**config.mk**
```make
export PLATFORM = sky130hd
export DESIGN_NAME = pll_reset_sequencer
export DESIGN_NICKNAME = d
export VERILOG_FILES = /design/src/rtl/pll_reset_sequencer.sv
export SDC_FILE = /design/constraint.sdc
export NUM_CORES = 1
export LEC_CHECK = 0
export ABC_AREA = 1
export CORE_MARGIN = 2
export CORE_UTILIZATION = 45
export DETAILED_ROUTE_END_ITERATION = 10
export DONT_BUFFER_PORTS = 1
export PLACE_DENSITY_LB_ADDON = 0.2
export SYNTH_ARGS = -nofsm -noshare
export SYNTH_HDL_FRONTEND = slang
export SYNTH_SLANG_ARGS = --single-unit
```
**constraint.sdc**
```tcl
create_clock -name clk -period 3 [get_ports clk]
set_clock_uncertainty 0.1 [all_clocks]
set_input_delay 0.6 -clock clk [delete_from_list [all_inputs] [get_ports clk]]
set_output_delay 0.6 -clock clk [all_outputs]
set_load 0.005 [all_outputs]
```
**src/rtl/pll_reset_sequencer.sv**
```systemverilog
// PLL lock supervisor: synchronizes the PLL locked flags, waits for a stable lock window,
// releases domain resets in order and recovers from lock faults with a bounded retry budget.
module pll_reset_sequencer #(
    parameter int N_PLL         = 3,
    parameter int SYNC_STAGES   = 2,
    parameter int STABLE_CYCLES = 1024,
    parameter int GAP_CYCLES    = 16,
    parameter int ARESET_CYCLES = 8,
    parameter int LOCK_TIMEOUT  = 65535,
    parameter int MAX_RETRIES   = 3
) (
    input  logic             clk,
    input  logic             rst_n,
    input  logic [N_PLL-1:0] locked,
    output logic [N_PLL-1:0] rst_out_n,
    output logic             pll_areset,
    output logic             ready,
    output logic             lock_lost,
    output logic             fail,
    output logic [2:0]       state
);

    localparam int SYNC_N     = (SYNC_STAGES < 2) ? 2 : SYNC_STAGES;
    localparam int REL_CYCLES = N_PLL * GAP_CYCLES;

    localparam int SW = (STABLE_CYCLES < 1) ? 1 : $clog2(STABLE_CYCLES + 1);
    localparam int TW = (LOCK_TIMEOUT  < 1) ? 1 : $clog2(LOCK_TIMEOUT + 1);
    localparam int RW = (REL_CYCLES    < 1) ? 1 : $clog2(REL_CYCLES + 1);
    localparam int AW = (ARESET_CYCLES < 1) ? 1 : $clog2(ARESET_CYCLES + 1);
    localparam int CW = (MAX_RETRIES   < 1) ? 1 : $clog2(MAX_RETRIES + 1);

    localparam logic [SW-1:0] STAB_LAST = SW'(STABLE_CYCLES - 1);
    localparam logic [TW-1:0] TO_LIMIT  = TW'(LOCK_TIMEOUT);
    localparam logic [RW-1:0] REL_LAST  = RW'(REL_CYCLES - 1);
    localparam logic [AW-1:0] AR_LAST   = AW'(ARESET_CYCLES - 1);
    localparam logic [CW-1:0] RETRY_MAX = CW'(MAX_RETRIES);

    typedef enum logic [2:0] {
        WAIT_LOCK = 3'd0,
        STABLE    = 3'd1,
        RELEASE   = 3'd2,
        RUN       = 3'd3,
        FAULT     = 3'd4,
        DEAD      = 3'd5
    } state_t;

    state_t                  state_reg, state_next;
    logic [SYNC_N*N_PLL-1:0] sync_reg;
    logic                    all_lk;

    logic [SW-1:0] stab_cnt_reg, stab_cnt_next;
    logic [TW-1:0] to_cnt_reg, to_cnt_next, to_cnt_inc;
    logic [RW-1:0] rel_cnt_reg, rel_cnt_next;
    logic [AW-1:0] ar_cnt_reg, ar_cnt_next;
    logic [CW-1:0] retry_cnt_reg, retry_cnt_next;
    logic          timeout;
    logic          fault_req;

    logic [N_PLL-1:0] rel_mask;
    logic [N_PLL-1:0] rst_out_n_reg, rst_out_n_next;
    logic             pll_areset_reg, pll_areset_next;
    logic             ready_reg, ready_next;
    logic             lock_lost_reg, lock_lost_next;
    logic             fail_reg, fail_next;

    // Shift register of SYNC_N stages, each stage N_PLL bits wide; newest sample at the bottom.
    always_ff @(posedge clk or negedge rst_n) begin
        if (!rst_n) begin
            sync_reg <= '0;
        end else begin
            sync_reg <= {sync_reg[(SYNC_N-1)*N_PLL-1:0], locked};
        end
    end

    assign all_lk = &sync_reg[SYNC_N*N_PLL-1 -: N_PLL];

    // Domain k is released once the release counter has covered k gaps.
    genvar gi;
    generate
        for (gi = 0; gi < N_PLL; gi++) begin : g_release
            if (gi == 0) begin : g_first
                assign rel_mask[gi] = 1'b1;
            end else begin : g_later
                localparam logic [RW-1:0] THR = RW'(gi * GAP_CYCLES);
                assign rel_mask[gi] = (rel_cnt_next >= THR);
            end
        end
    endgenerate

    always_comb begin
        state_next     = state_reg;
        stab_cnt_next  = stab_cnt_reg;
        to_cnt_next    = to_cnt_reg;
        rel_cnt_next   = rel_cnt_reg;
        ar_cnt_next    = ar_cnt_reg;
        retry_cnt_next = retry_cnt_reg;
        lock_lost_next = lock_lost_reg;
        fault_req      = 1'b0;
        to_cnt_inc     = to_cnt_reg + TW'(1);
        timeout        = (to_cnt_inc == TO_LIMIT);

        case (state_reg)
            WAIT_LOCK: begin
                to_cnt_next = to_cnt_inc;
                if (timeout) begin
                    fault_req = 1'b1;
                end else if (all_lk) begin
                    state_next    = STABLE;
                    stab_cnt_next = '0;
                end
            end
            STABLE: begin
                // Timeout outranks completion; a dropout keeps the attempt's timeout running.
                to_cnt_next = to_cnt_inc;
                if (timeout) begin
                    fault_req = 1'b1;
                end else if (!all_lk) begin
                    state_next = WAIT_LOCK;
                end else if (stab_cnt_reg == STAB_LAST) begin
                    state_next   = RELEASE;
                    rel_cnt_next = '0;
                end else begin
                    stab_cnt_next = stab_cnt_reg + SW'(1);
                end
            end
            RELEASE: begin
                if (!all_lk) begin
                    fault_req      = 1'b1;
                    lock_lost_next = 1'b1;
                end else if (rel_cnt_reg == REL_LAST) begin
                    state_next     = RUN;
                    retry_cnt_next = '0;
                end else begin
                    rel_cnt_next = rel_cnt_reg + RW'(1);
                end
            end
            RUN: begin
                if (!all_lk) begin
                    fault_req      = 1'b1;
                    lock_lost_next = 1'b1;
                end
            end
            FAULT: begin
                if (ar_cnt_reg == AR_LAST) begin
                    state_next     = WAIT_LOCK;
                    retry_cnt_next = retry_cnt_reg + CW'(1);
                    to_cnt_next    = '0;
                end else begin
                    ar_cnt_next = ar_cnt_reg + AW'(1);
                end
            end
            DEAD: begin
            end
            default: begin
                state_next = WAIT_LOCK;
            end
        endcase

        if (fault_req) begin
            ar_cnt_next = '0;
            if (retry_cnt_reg < RETRY_MAX) begin
                state_next = FAULT;
            end else begin
                state_next = DEAD;
            end
        end
    end

    // Outputs are decoded from the next state so they change on the same edge as the state.
    always_comb begin
        rst_out_n_next  = '0;
        pll_areset_next = 1'b0;
        ready_next      = 1'b0;
        fail_next       = fail_reg;
        case (state_next)
            RELEASE: rst_out_n_next = rel_mask;
            RUN: begin
                rst_out_n_next = '1;
                ready_next     = 1'b1;
            end
            FAULT:   pll_areset_next = 1'b1;
            DEAD:    fail_next       = 1'b1;
            default: begin
            end
        endcase
    end

    always_ff @(posedge clk or negedge rst_n) begin
        if (!rst_n) begin
            state_reg      <= WAIT_LOCK;
            stab_cnt_reg   <= '0;
            to_cnt_reg     <= '0;
            rel_cnt_reg    <= '0;
            ar_cnt_reg     <= '0;
            retry_cnt_reg  <= '0;
            rst_out_n_reg  <= '0;
            pll_areset_reg <= 1'b0;
            ready_reg      <= 1'b0;
            lock_lost_reg  <= 1'b0;
            fail_reg       <= 1'b0;
        end else begin
            state_reg      <= state_next;
            stab_cnt_reg   <= stab_cnt_next;
            to_cnt_reg     <= to_cnt_next;
            rel_cnt_reg    <= rel_cnt_next;
            ar_cnt_reg     <= ar_cnt_next;
            retry_cnt_reg  <= retry_cnt_next;
            rst_out_n_reg  <= rst_out_n_next;
            pll_areset_reg <= pll_areset_next;
            ready_reg      <= ready_next;
            lock_lost_reg  <= lock_lost_next;
            fail_reg       <= fail_next;
        end
    end

    assign rst_out_n  = rst_out_n_reg;
    assign pll_areset = pll_areset_reg;
    assign ready      = ready_reg;
    assign lock_lost  = lock_lost_reg;
    assign fail       = fail_reg;
    assign state      = state_reg;

endmodule

```
* Word level (Yosys, flattened, before mapping)
Cells that the tools add are included.
Word-level totals: word-level logic and storage cells 95, output and inout bits 10, input bits 5, register bits 55
Cells by class: multiplexer cells 38, bitwise gates (word level) 1, equality and inequality tests 22, $lt $le $gt $ge 3, $add $sub $neg 5, reductions and logical operators 14
Operators with widths (number):
- 2-to-1 mux 11 bit | 5
- case mux 16 bit (2 select lines) | 1
- 2-to-1 mux 6 bit | 5
- 2-to-1 mux 3 bit | 9
- case mux 11 bit (2 select lines) | 1
- != test 2 bit (second input constant) | 9
- adder 16 x 1 -> 16 bit (second input constant) | 1
- equality test 16 bit (second input constant) | 1
- 2-to-1 mux 16 bit | 1
- case mux 3 bit (5 select lines) | 1
- equality test 3 x 2 -> 1 bit (second input constant) | 4
- equality test 3 bit (second input constant) | 4
- 2-to-1 mux 4 bit | 3
- case mux 6 bit (2 select lines) | 1
- adder 11 x 1 -> 11 bit (second input constant) | 1
- equality test 11 x 10 -> 1 bit (second input constant) | 1
- nonzero test 2 bit | 4
- adder 6 x 1 -> 6 bit (second input constant) | 1
- equality test 6 bit (second input constant) | 1
- greater-or-equal comparator 6 x 5 -> 1 bit (second input constant) | 1
- greater-or-equal comparator 6 bit (second input constant) | 1
- 2-to-1 mux 2 bit | 3
- case mux 3 bit (2 select lines) | 1
- AND reduction 2 bit | 3
- other kinds (14) | 20

* Logic depth before layout (Yosys ltp)
Gate-level depths: netlist of the first run.
depth after elaboration 8, depth in mapped cells 18, gate-level depth less buffers 18

* Worst setup path after synthesis of the first run
Ideal clock, no wire load.
path kind register to register, start point register to_cnt_reg[1], end point register stab_cnt_reg[6], library setup time 122 ps, data required time 2778 ps, arrival 1831 ps, cell stages (with the launch flop) 16, setup slack 947 ps, path through dfrtp_1 ha_1 nand3_1 nor2_2 nand3_1 a21oi_1 nand2_1 nor2_2 nand2_2 nand2_2 nor2_2 buf_6 inv_4 o21ai_2 nand2_1 nor2_1
On the way: cells in the longest elaborated chain, start to end 4
RTL lines:
- start: declaration | line 52 | logic [TW-1:0] to_cnt_reg, to_cnt_next, to_cnt_inc;
- start signal: assignment | line 204 | to_cnt_reg <= to_cnt_next;
- adder 16 x 1 -> 16 bit * | line 99 | to_cnt_inc = to_cnt_reg + TW'(1);
- equality test 16 bit * | line 100 | timeout = (to_cnt_inc == TO_LIMIT);
- != test 2 bit (no source line)
- AND reduction 6 bit (no source line) *
- end signal: assignment | line 203 | stab_cnt_reg <= stab_cnt_next;
- end: declaration | line 51 | logic [SW-1:0] stab_cnt_reg, stab_cnt_next;
Mark *: on every way between the ends. The rest lies on a longest branch, timed or not. A chain may end at the register's enable or synchronous reset.

* Worst setup path after layout of the first run
start point register to_cnt_reg[1], end point register stab_cnt_reg[7]
Same word-level chain as after synthesis.

==> flow_summary.json, run 1 <==
{
  "critical_path.max_stage_delay_ns": 0.42,
  "clk_pin_slew_ns": 0.10,
  "fin_setup_tns_ns": 0,
  "first_iter_violations": 121,
  "grt_pass1_wl_mm": 11.0,
  "power.density_mw_per_mm2": 366,
  "die_area_sq_mm": 0.00739,
  "start_util": 0.471,
  "cts_tree": "yes",
  "fp-row-count": 29,
  "dpl.hpwl_mm": 4.46,
  "layout_commonest_cell": "nand2_1",
  "io_buffers": 0,
  "clock-root-buffer": "clkbuf_8",
  "track_usage": 0.183,
  "p_leak_nw": 1.48,
  "synth_edf_count": 0,
  "htree_num_levels": 2,
  "ant_nets": 0,
  "crit_top_cell": "nand2_1",
  "max-vdd-ir-drop_uv": 278,
  "syn-mean-instance-area_sq_um": 7.70,
  "largest_reg_flops": 16,
  "wl_met3_microns": 204,
  "rr_worst_depth": 17,
  "final_nets": 410,
  "place_area_sq_mm": 0.00312,
  "period_needed_ns": 2.43,
  "instances_no_fill": 475,
  "syn-instance-count": 393,
  "post_cts_buffers": 0,
  "setup_viol": 0,
  "vias_per_cell": 5.26,
  "clockPowerShare": 0.326,
  "status": "complete, no violations",
  "crit_fanout": 11,
  "die_h_microns": 86.0,
  "syn_to_final_growth_pct": 6.50,
  "cts_max_path_buffers": 2,
  "routedWlPerCell_microns": 12.7,
  "synthesis.area_sq_mm": 0.00302,
  "clk_latency_ns": 0.30,
  "fill_cells": 613,
  "dp_slack_ns": 0.557,
  "fin_area_sq_mm": 0.00322,
  "fin_crit_sh": 0.811,
  "drcViolationCount": 0,
  "r2r_end": "stab_cnt_reg[7]",
  "top_level_ports": 15,
  "postSynth.asyncResetShare": 1.00,
  "seq_area_sq_mm": 0.00138,
  "wl_met1_mm": 2.98,
  "routed-via-count": 2497,
  "layout-drive-gt1-share": 0.0879,
  "finalHoldViolations": 0,
  "slew_headroom": 0.620,
  "syn_nets": 404,
  "crit_start": "to_cnt_reg[1]",
  "worst-path-buf-inv": 1,
  "highest_layer": "met4",
  "rsz0062_at_grt": "no",
  "hold_class": "in -> async",
  "reg2reg_from": "to_cnt_reg[1]",
  "cp_cell_sequence": "ha_1, nand2_1, nor2_2, nand2_1, nand2_1, nand3_1, nor2_1, nand2_1, nor2_2, nand2_2, nand2_2, nor2_2, buf_4, nand2_1, nor2_1, a21oi_1, nor2_1",
  "num_antenna_cells": 0,
  "met2_length_mm": 2.74,
  "path_class": "reg -> reg",
  "ys_seq_area_frac": 0.455,
  "grt_overflow": 0,
  "tightestPinTransition_ns": 0.566,
  "yosys_warnings": 0,
  "max_freq_mhz": 411,
  "grt_max_degree": 56,
  "ys_ff_latch": 55,
  "dp.cells": 468,
  "dr.pass1.iters": 4,
  "wl_mm": 6.01,
  "power_switching_share": 0.224,
  "die_x_microns": 86.0,
  "critPathArrivalTime_ns": 2.53,
  "grt_pass1_vias": 2505,
  "critPathTopFamily": "simple AND/OR/NAND/NOR gates",
  "core_sq_mm": 0.00642,
  "ff2ff_setup_slack_ns": 0.57,
  "cp-end-kind": "register",
  "most-common-layout-cells": "nand2_1, inv_1, dfrtp_1",
  "ys.flop_type": "dfrtp_1",
  "clock_sink_count": 55,
  "critPathSlowestCell": "dfrtp_1",
  "antenna_found_initial": 0,
  "multi_input_comb_area_sq_mm": 0.00139,
  "slew_violations": 0,
  "p_sw_uw": 265,
  "place.gp.congestion": 0.847,
  "combPwrFrac": 0.037,
  "p_int_uw": 914,
  "ys_types": 35,
  "crit_required_ns": 3.10,
  "maxCapViolCount": 0,
  "fin_ws_ns": 0.568,
  "cts-buffers-inserted": 5,
  "endpoint": "stab_cnt_reg[7]",
  "start_kind": "register",
  "crit_cells": 17,
  "seqPwrFrac": 0.637
}
[cell families after synthesis]
kind of cell | after synthesis | share of synthesized area
AND/OR/NAND/NOR | 204 | 0.307
buffers and inverters | 65 | 0.0840
AO/OA/AOI/OAI | 59 | 0.117
flip-flops | 55 | 0.455
adder cells (fa/ha/maj) | 6 | 0.0248
XOR/XNOR | 4 | 0.0116
[how the worst min path moves through the flow]
stage | start | to | slack, ns | cells past startpoint
5_1_grt | rst_n | to_cnt_reg[13] | 0.06 | 1
4_1_cts | rst_n | to_cnt_reg[7] | 0.05 | 1
2_1_floorplan | rst_n | ar_cnt_reg[0] | 0.20 | 0
3_3_place_gp | rst_n | to_cnt_reg[7] | 0.21 | 0
6_report | rst_n | to_cnt_reg[7] | 0.04 | 1
3_5_place_dp | rst_n | to_cnt_reg[9] | 0.21 | 0
[metrics by stage]
stage | utilization | power (mW) | hold slack (ns)
final | 0.501 | 1.18 | 0.0416
after global routing | 0.501 | 1.23 | 0.0597
after CTS | 0.501 | 1.20 | 0.0527
after detailed placement | 0.485 | 0.792 | 0.207
after global placement | 0.485 | 0.791 | 0.207
after floorplan | - | 0.785 | 0.204
[synthesized netlist by cell type (2+ instances only)]
library cell    n  area share
o211ai_1        3      0.0074
o21ai_1         2      0.0033
nand3_2         3      0.0099
a21oi_1        11       0.018
clkbuf_1        4      0.0050
inv_1          57       0.071
nand2_2         5       0.010
a211oi_1        2      0.0050
dfrtp_1        55        0.46
nand4_1         9       0.019
inv_2           2      0.0025
nor2_2          7       0.014
nor2_4          2      0.0074
nor3_2          2      0.0066
nand2_1       101        0.13
o21ai_0        24       0.040
o31ai_1         4      0.0099
xor2_1          3      0.0087
nand3_1        31       0.051
nor2_1         36       0.045
nor3_1          5      0.0083
ha_1            6       0.025
o22ai_1         7       0.014
[layout make-up]
class / instances / share of cell area
Inverter: 60 / 0.0707
Sequential cell: 55 / 0.427
Tap cell: 77 / 0.0299
Timing Repair Buffer: 4 / 0.0155
Multi-Input combinational cell: 273 / 0.433
Clock inverter: 1 / 0.00233
Clock buffer: 5 / 0.0214
[power groups by stage]
stage	registers (mW)	clock network (mW)	logic (mW)
after floorplan	0.765	0	0.0205
after global placement	0.766	0	0.0258
after detailed placement	0.766	0	0.0262
after CTS	0.751	0.400	0.0450
after global routing	0.752	0.424	0.0507
final	0.751	0.385	0.0432
[layer usage]
| layer | GRT usage | vias up |
|---|---|---|
| li1 | - | 1294 |
| met1 | 0.248 | 1158 |
| met2 | 0.297 | 38 |
| met3 | 0.0414 | 7 |
| met4 | 0.0476 | 0 |
| met5 | 0 | - |
[timing repair]
action,in CTS,in global routing
hold buffers,1,0
resized for setup,0,0
endpoints found under the hold margin,55,0
No activity file was read; power rests on OpenSTA's default activity.
==> inputs of run 2 (changes only) <==
==> constraint.sdc (replaced) <==
create_clock -name clk -period 2.3 [get_ports clk]
set_clock_uncertainty 0.1 [all_clocks]
set_input_delay 0.46 -clock clk [delete_from_list [all_inputs] [get_ports clk]]
set_output_delay 0.46 -clock clk [all_outputs]
set_load 0.005 [all_outputs]
==> run 2 against run 1 <==
  * First-iteration DRC count grew 28%
  * Cell area increased by 8.7%
  * Hold slack improved by 0.037 ns
  * Critical path depth down 2
  * Flip-flop and latch count unchanged
  * Critical path type unchanged
==> flow_summary.json, run 2 (synthesis results as in run 1) <==
{
  "critical_path.max_stage_delay_ns": 0.41,
  "status": "complete, no violations",
  "seq_area_sq_mm": 0.00138,
  "final_nets": 426,
  "drcViolationCount": 0,
  "grt_max_degree": 56,
  "fin_crit_sh": 0.988,
  "grt_overflow": 0,
  "power.density_mw_per_mm2": 458,
  "crit_fanout": 6,
  "fin_area_sq_mm": 0.00350,
  "rr_worst_depth": 15,
  "syn_to_final_growth_pct": 15.8,
  "rsz0062_at_grt": "yes",
  "clock_sink_count": 55,
  "start_kind": "register",
  "tightestPinTransition_ns": 0.523,
  "multi_input_comb_area_sq_mm": 0.00152,
  "cts_max_path_buffers": 2,
  "cts-buffers-inserted": 5,
  "top_level_ports": 15,
  "finalHoldViolations": 0,
  "io_buffers": 0,
  "holdCritStartpoint": "locked[0]",
  "dr.pass1.iters": 4,
  "htree_num_levels": 2,
  "core_sq_mm": 0.00642,
  "dpl.hpwl_mm": 4.70,
  "hold_depth": 0,
  "cp-end-kind": "register",
  "slew_headroom": 0.649,
  "path_class": "reg -> reg",
  "worst-path-buf-inv": 2,
  "instances_no_fill": 493,
  "first_iter_violations": 155,
  "critPathSlowestCell": "dfrtp_1",
  "start_util": 0.471,
  "wl_mm": 6.67,
  "ff2ff_setup_slack_ns": 0.03,
  "grt_pass1_wl_mm": 11.5,
  "fill_cells": 596,
  "crit_required_ns": 2.39,
  "holdPathEnd": "sync_reg[0]",
  "grt_pass1_vias": 2511,
  "maxCapViolCount": 0,
  "clock-root-buffer": "clkbuf_8",
  "largest_reg_flops": 16,
  "die_x_microns": 86.0,
  "setup_viol": 0,
  "layout-drive-gt1-share": 0.180,
  "vias_per_cell": 5.29,
  "period_needed_ns": 2.27,
  "layout_commonest_cell": "nand2_1",
  "num_antenna_cells": 0,
  "track_usage": 0.194,
  "cts_tree": "yes",
  "p_leak_nw": 1.60,
  "routedWlPerCell_microns": 13.5,
  "place.gp.congestion": 0.909,
  "antenna_found_initial": 0,
  "place_area_sq_mm": 0.00316,
  "die_h_microns": 86.0,
  "max-vdd-ir-drop_uv": 384,
  "hold_class": "in -> reg",
  "critPathArrivalTime_ns": 2.36,
  "clk_latency_ns": 0.31,
  "max_freq_mhz": 440,
  "die_area_sq_mm": 0.00739,
  "ant_nets": 0,
  "r2r_end": "rst_out_n[1]",
  "reg2reg_from": "to_cnt_reg[1]",
  "slew_violations": 0,
  "most-common-layout-cells": "nand2_1, dfrtp_1, inv_1",
  "critPathTopFamily": "simple AND/OR/NAND/NOR gates",
  "routed-via-count": 2609,
  "cp_cell_sequence": "buf_6, nand2_2, nor2_4, nand3_2, nand2_1, nand2_1, nor2_2, nand2_2, nor2_4, nand2_4, buf_4, nand3_4, nand3_4, a21oi_4, a21oi_1",
  "fp-row-count": 29,
  "p_total_mw": 1.60,
  "dp.cells": 474,
  "clk_pin_slew_ns": 0.09
}
==> run 2: worst max-delay path by stage <==
stage,start,to,slack [ns],cells past startpoint
floorplan,to_cnt_reg[1],stab_cnt_reg[6],0.25,15
global placement,to_cnt_reg[0],rst_out_n[2],0.007,18
detailed placement,to_cnt_reg[0],rst_out_n[2],-0.02,18
CTS,to_cnt_reg[0],rst_out_n[2],0.002,18
global route,to_cnt_reg[0],rst_out_n[1],-0.14,13
finish,to_cnt_reg[1],rst_out_n[1],0.03,15
==> run 2: repair_timing <==
item	in CTS	in global routing
endpoints found under the hold margin	55	0
setup buffers	0	9
pin swaps	0	19
resized for setup	1	38
hold buffers	2	0
endpoints found under the setup margin	7	24
==> run 2: worst reg2reg max path: cells and delay by family (launching register included) <==
| family | cells | cell delay, ns |
|---|---|---|
| buf+inv | 2 | 0.28 |
| flops | 1 | 0.41 |
| compound gates | 2 | 0.26 |
| simple gates | 11 | 1.11 |
==> run 2: stage by stage <==
step                       util  worst slack (ns)  hold slack, ns  TNS [ns]
after global routing      0.545            -0.135          0.0532     -1.19
after floorplan               -             0.247          0.0644         0
after global placement    0.492           0.00708          0.0665         0
after CTS                 0.514           0.00156          0.0651         0
final                     0.545            0.0269          0.0788         0
after detailed placement  0.492           -0.0243          0.0666   -0.0479
==> run 2: where the power goes <==
part | internal [mW] | switching, mW | total (mW)
Sequential | 0.974 | 0.00512 | 0.980
Combinational | 0.0192 | 0.0455 | 0.0647
Clock | 0.248 | 0.313 | 0.560
==> run 2: final cells by class <==
| type | count | area share |
|---|---|---|
| clock buffers | 7 | 0.0247 |
| clock inverters | 1 | 0.00250 |
| inverters | 60 | 0.0650 |
| multi-input cells | 273 | 0.435 |
| flip-flops and latches | 55 | 0.393 |
| well taps | 77 | 0.0275 |
| repair buffers | 20 | 0.0525 |
==> run 2: routing by layer <==
layer	GRT usage	wire length (microns)
met1	0.259	3100
met2	0.311	3180
met3	0.0414	285
met4	0.0707	93
met5	0	0
==> inputs of run 3 (changes only) <==
--- a/config.mk
+++ b/config.mk
@@ -10,7 +10,9 @@
 export CORE_UTILIZATION = 45
 export DETAILED_ROUTE_END_ITERATION = 10
 export DONT_BUFFER_PORTS = 1
+export HOLD_SLACK_MARGIN = 0.08
 export PLACE_DENSITY_LB_ADDON = 0.2
+export SKIP_CTS_REPAIR_TIMING = 1
 export SYNTH_ARGS = -nofsm -noshare
 export SYNTH_HDL_FRONTEND = slang
 export SYNTH_SLANG_ARGS = --single-unit
==> run 3 against run 2 <==
  * Die area unchanged
  * Non-clock buffer count up 3
  * Global-route usage down 0.14 points
  * Worst setup slack worse by 0.0095 ns
  * Cell count up 0.61%
  * Core utilization up 0.47 points
  * Hold slack better by 0.18 ns
  * Register-to-register slack about the same
  * Sequential power about the same
  * Combinational power up 6.0%
  * Maximum frequency down 0.42%
  * Largest cell class unchanged
==> flow_summary.json, run 3 (synthesis results as in run 1) <==
{
  "drcViolationCount": 0,
  "vias_per_cell": 5.24,
  "top_level_ports": 15,
  "grt_overflow": 0,
  "first_iter_violations": 160,
  "die_x_microns": 86.0,
  "reg2reg_from": "to_cnt_reg[1]",
  "die_h_microns": 86.0,
  "dr.pass1.iters": 4,
  "routed-via-count": 2598,
  "die_area_sq_mm": 0.00739,
  "fp-row-count": 29,
  "place.gp.congestion": 0.909,
  "track_usage": 0.192,
  "holdCritStartpoint": "sync_reg[1]",
  "start_kind": "register",
  "status": "complete, no violations",
  "period_needed_ns": 2.28,
  "maxCapViolCount": 0,
  "layout-drive-gt1-share": 0.179,
  "antenna_found_initial": 0,
  "path_class": "reg -> reg",
  "crit_required_ns": 2.39,
  "io_buffers": 0,
  "clk_latency_ns": 0.31,
  "tightestPinTransition_ns": 0.524,
  "p_leak_nw": 1.61,
  "final_nets": 429,
  "largest_reg_flops": 16,
  "htree_num_levels": 2,
  "critPathArrivalTime_ns": 2.37,
  "fin_crit_sh": 0.992,
  "slew_headroom": 0.648,
  "max_freq_mhz": 438,
  "p_total_mw": 1.61,
  "core_sq_mm": 0.00642,
  "hold_class": "reg -> reg",
  "setup_viol": 0,
  "grt_pass1_wl_mm": 11.4,
  "dp_slack_ns": -0.0243,
  "num_antenna_cells": 0,
  "cp-end-kind": "register",
  "finalHoldViolations": 0,
  "crit_fanout": 6,
  "rsz0062_at_grt": "yes",
  "wl_mm": 6.67,
  "cts-buffers-inserted": 5,
  "cts_tree": "yes",
  "routedWlPerCell_microns": 13.4,
  "grt_max_degree": 56,
  "fin_ws_ns": 0.0173,
  "layout_commonest_cell": "nand2_1",
  "clk_pin_slew_ns": 0.09,
  "slew_violations": 0,
  "cts_max_path_buffers": 2,
  "start_util": 0.471,
  "clock_sink_count": 55,
  "most-common-layout-cells": "nand2_1, dfrtp_1, inv_1",
  "max-vdd-ir-drop_uv": 398,
  "dpl.hpwl_mm": 4.70,
  "crit_start": "to_cnt_reg[1]",
  "ant_nets": 0,
  "clock-root-buffer": "clkbuf_8",
  "syn_to_final_growth_pct": 16.8,
  "power.density_mw_per_mm2": 456,
  "grt_pass1_vias": 2494
}
[run 3: power breakdown]
group | internal, mW | leakage, nW | switching, mW | total, mW
clock network | 0.248 | 0.0484 | 0.317 | 0.564
registers | 0.974 | 0.739 | 0.00511 | 0.979
logic | 0.0226 | 0.827 | 0.0460 | 0.0686
total | 1.24 | 1.61 | 0.368 | 1.61
[run 3: critical path: stages (launching register included)]
cell     delay, ns
dfrtp_1       0.42
buf_6         0.13
nand2_2       0.06
nor2_4        0.22
nand2_2       0.09
nor2_1        0.09
nand2_1       0.07
nand2_2       0.09
nand3_2       0.09
nor2_4        0.15
nand2_4       0.09
buf_4         0.15
nand3_4       0.06
nand3_4       0.09
a21oi_4       0.17
a21oi_1       0.09
[run 3: metrics by stage]
stage	cells	hold slack, ns	instance area [sq um]	utilization	TNS [ns]
2_1_floorplan	393	0.0644	3020	-	0
3_3_place_gp	474	0.0665	3160	0.492	0
3_5_place_dp	474	0.0666	3160	0.492	-0.0479
4_1_cts	482	-0.279	3260	0.507	-0.145
5_1_grt	496	0.270	3530	0.550	-1.19
6_report	496	0.255	3530	0.550	0
[run 3: path summary, 6_finish.rpt]
check	slack, ns	endpoint	cells after the start
max in group asynchronous	1.28	lock_lost	2
worst max register to register	0.02	rst_out_n[1]	15
worst min register to register	0.25	sync_reg[4]	0
min in group asynchronous	0.56	to_cnt_reg[7]	2
worst min-delay path	0.25	sync_reg[4]	0
worst max-delay path	0.02	rst_out_n[1]	15
[run 3: layout make-up]
type	count	area, sq um
multi-input combinational	273	1520
inverter	60	228
clock inverter	1	8.76
tap	77	96.3
clock buffer	7	86.3
sequential	55	1380
fill	593	2890
timing repair buffer	23	214
[run 3: metal layers]
layer | up-vias | wire (microns) | global-route usage
li1 | 1326 | - | -
met1 | 1211 | 3160 | 0.256
met2 | 49 | 3120 | 0.308
met3 | 12 | 264 | 0.0433
met4 | 0 | 117 | 0.0722
met5 | - | 0 | 0
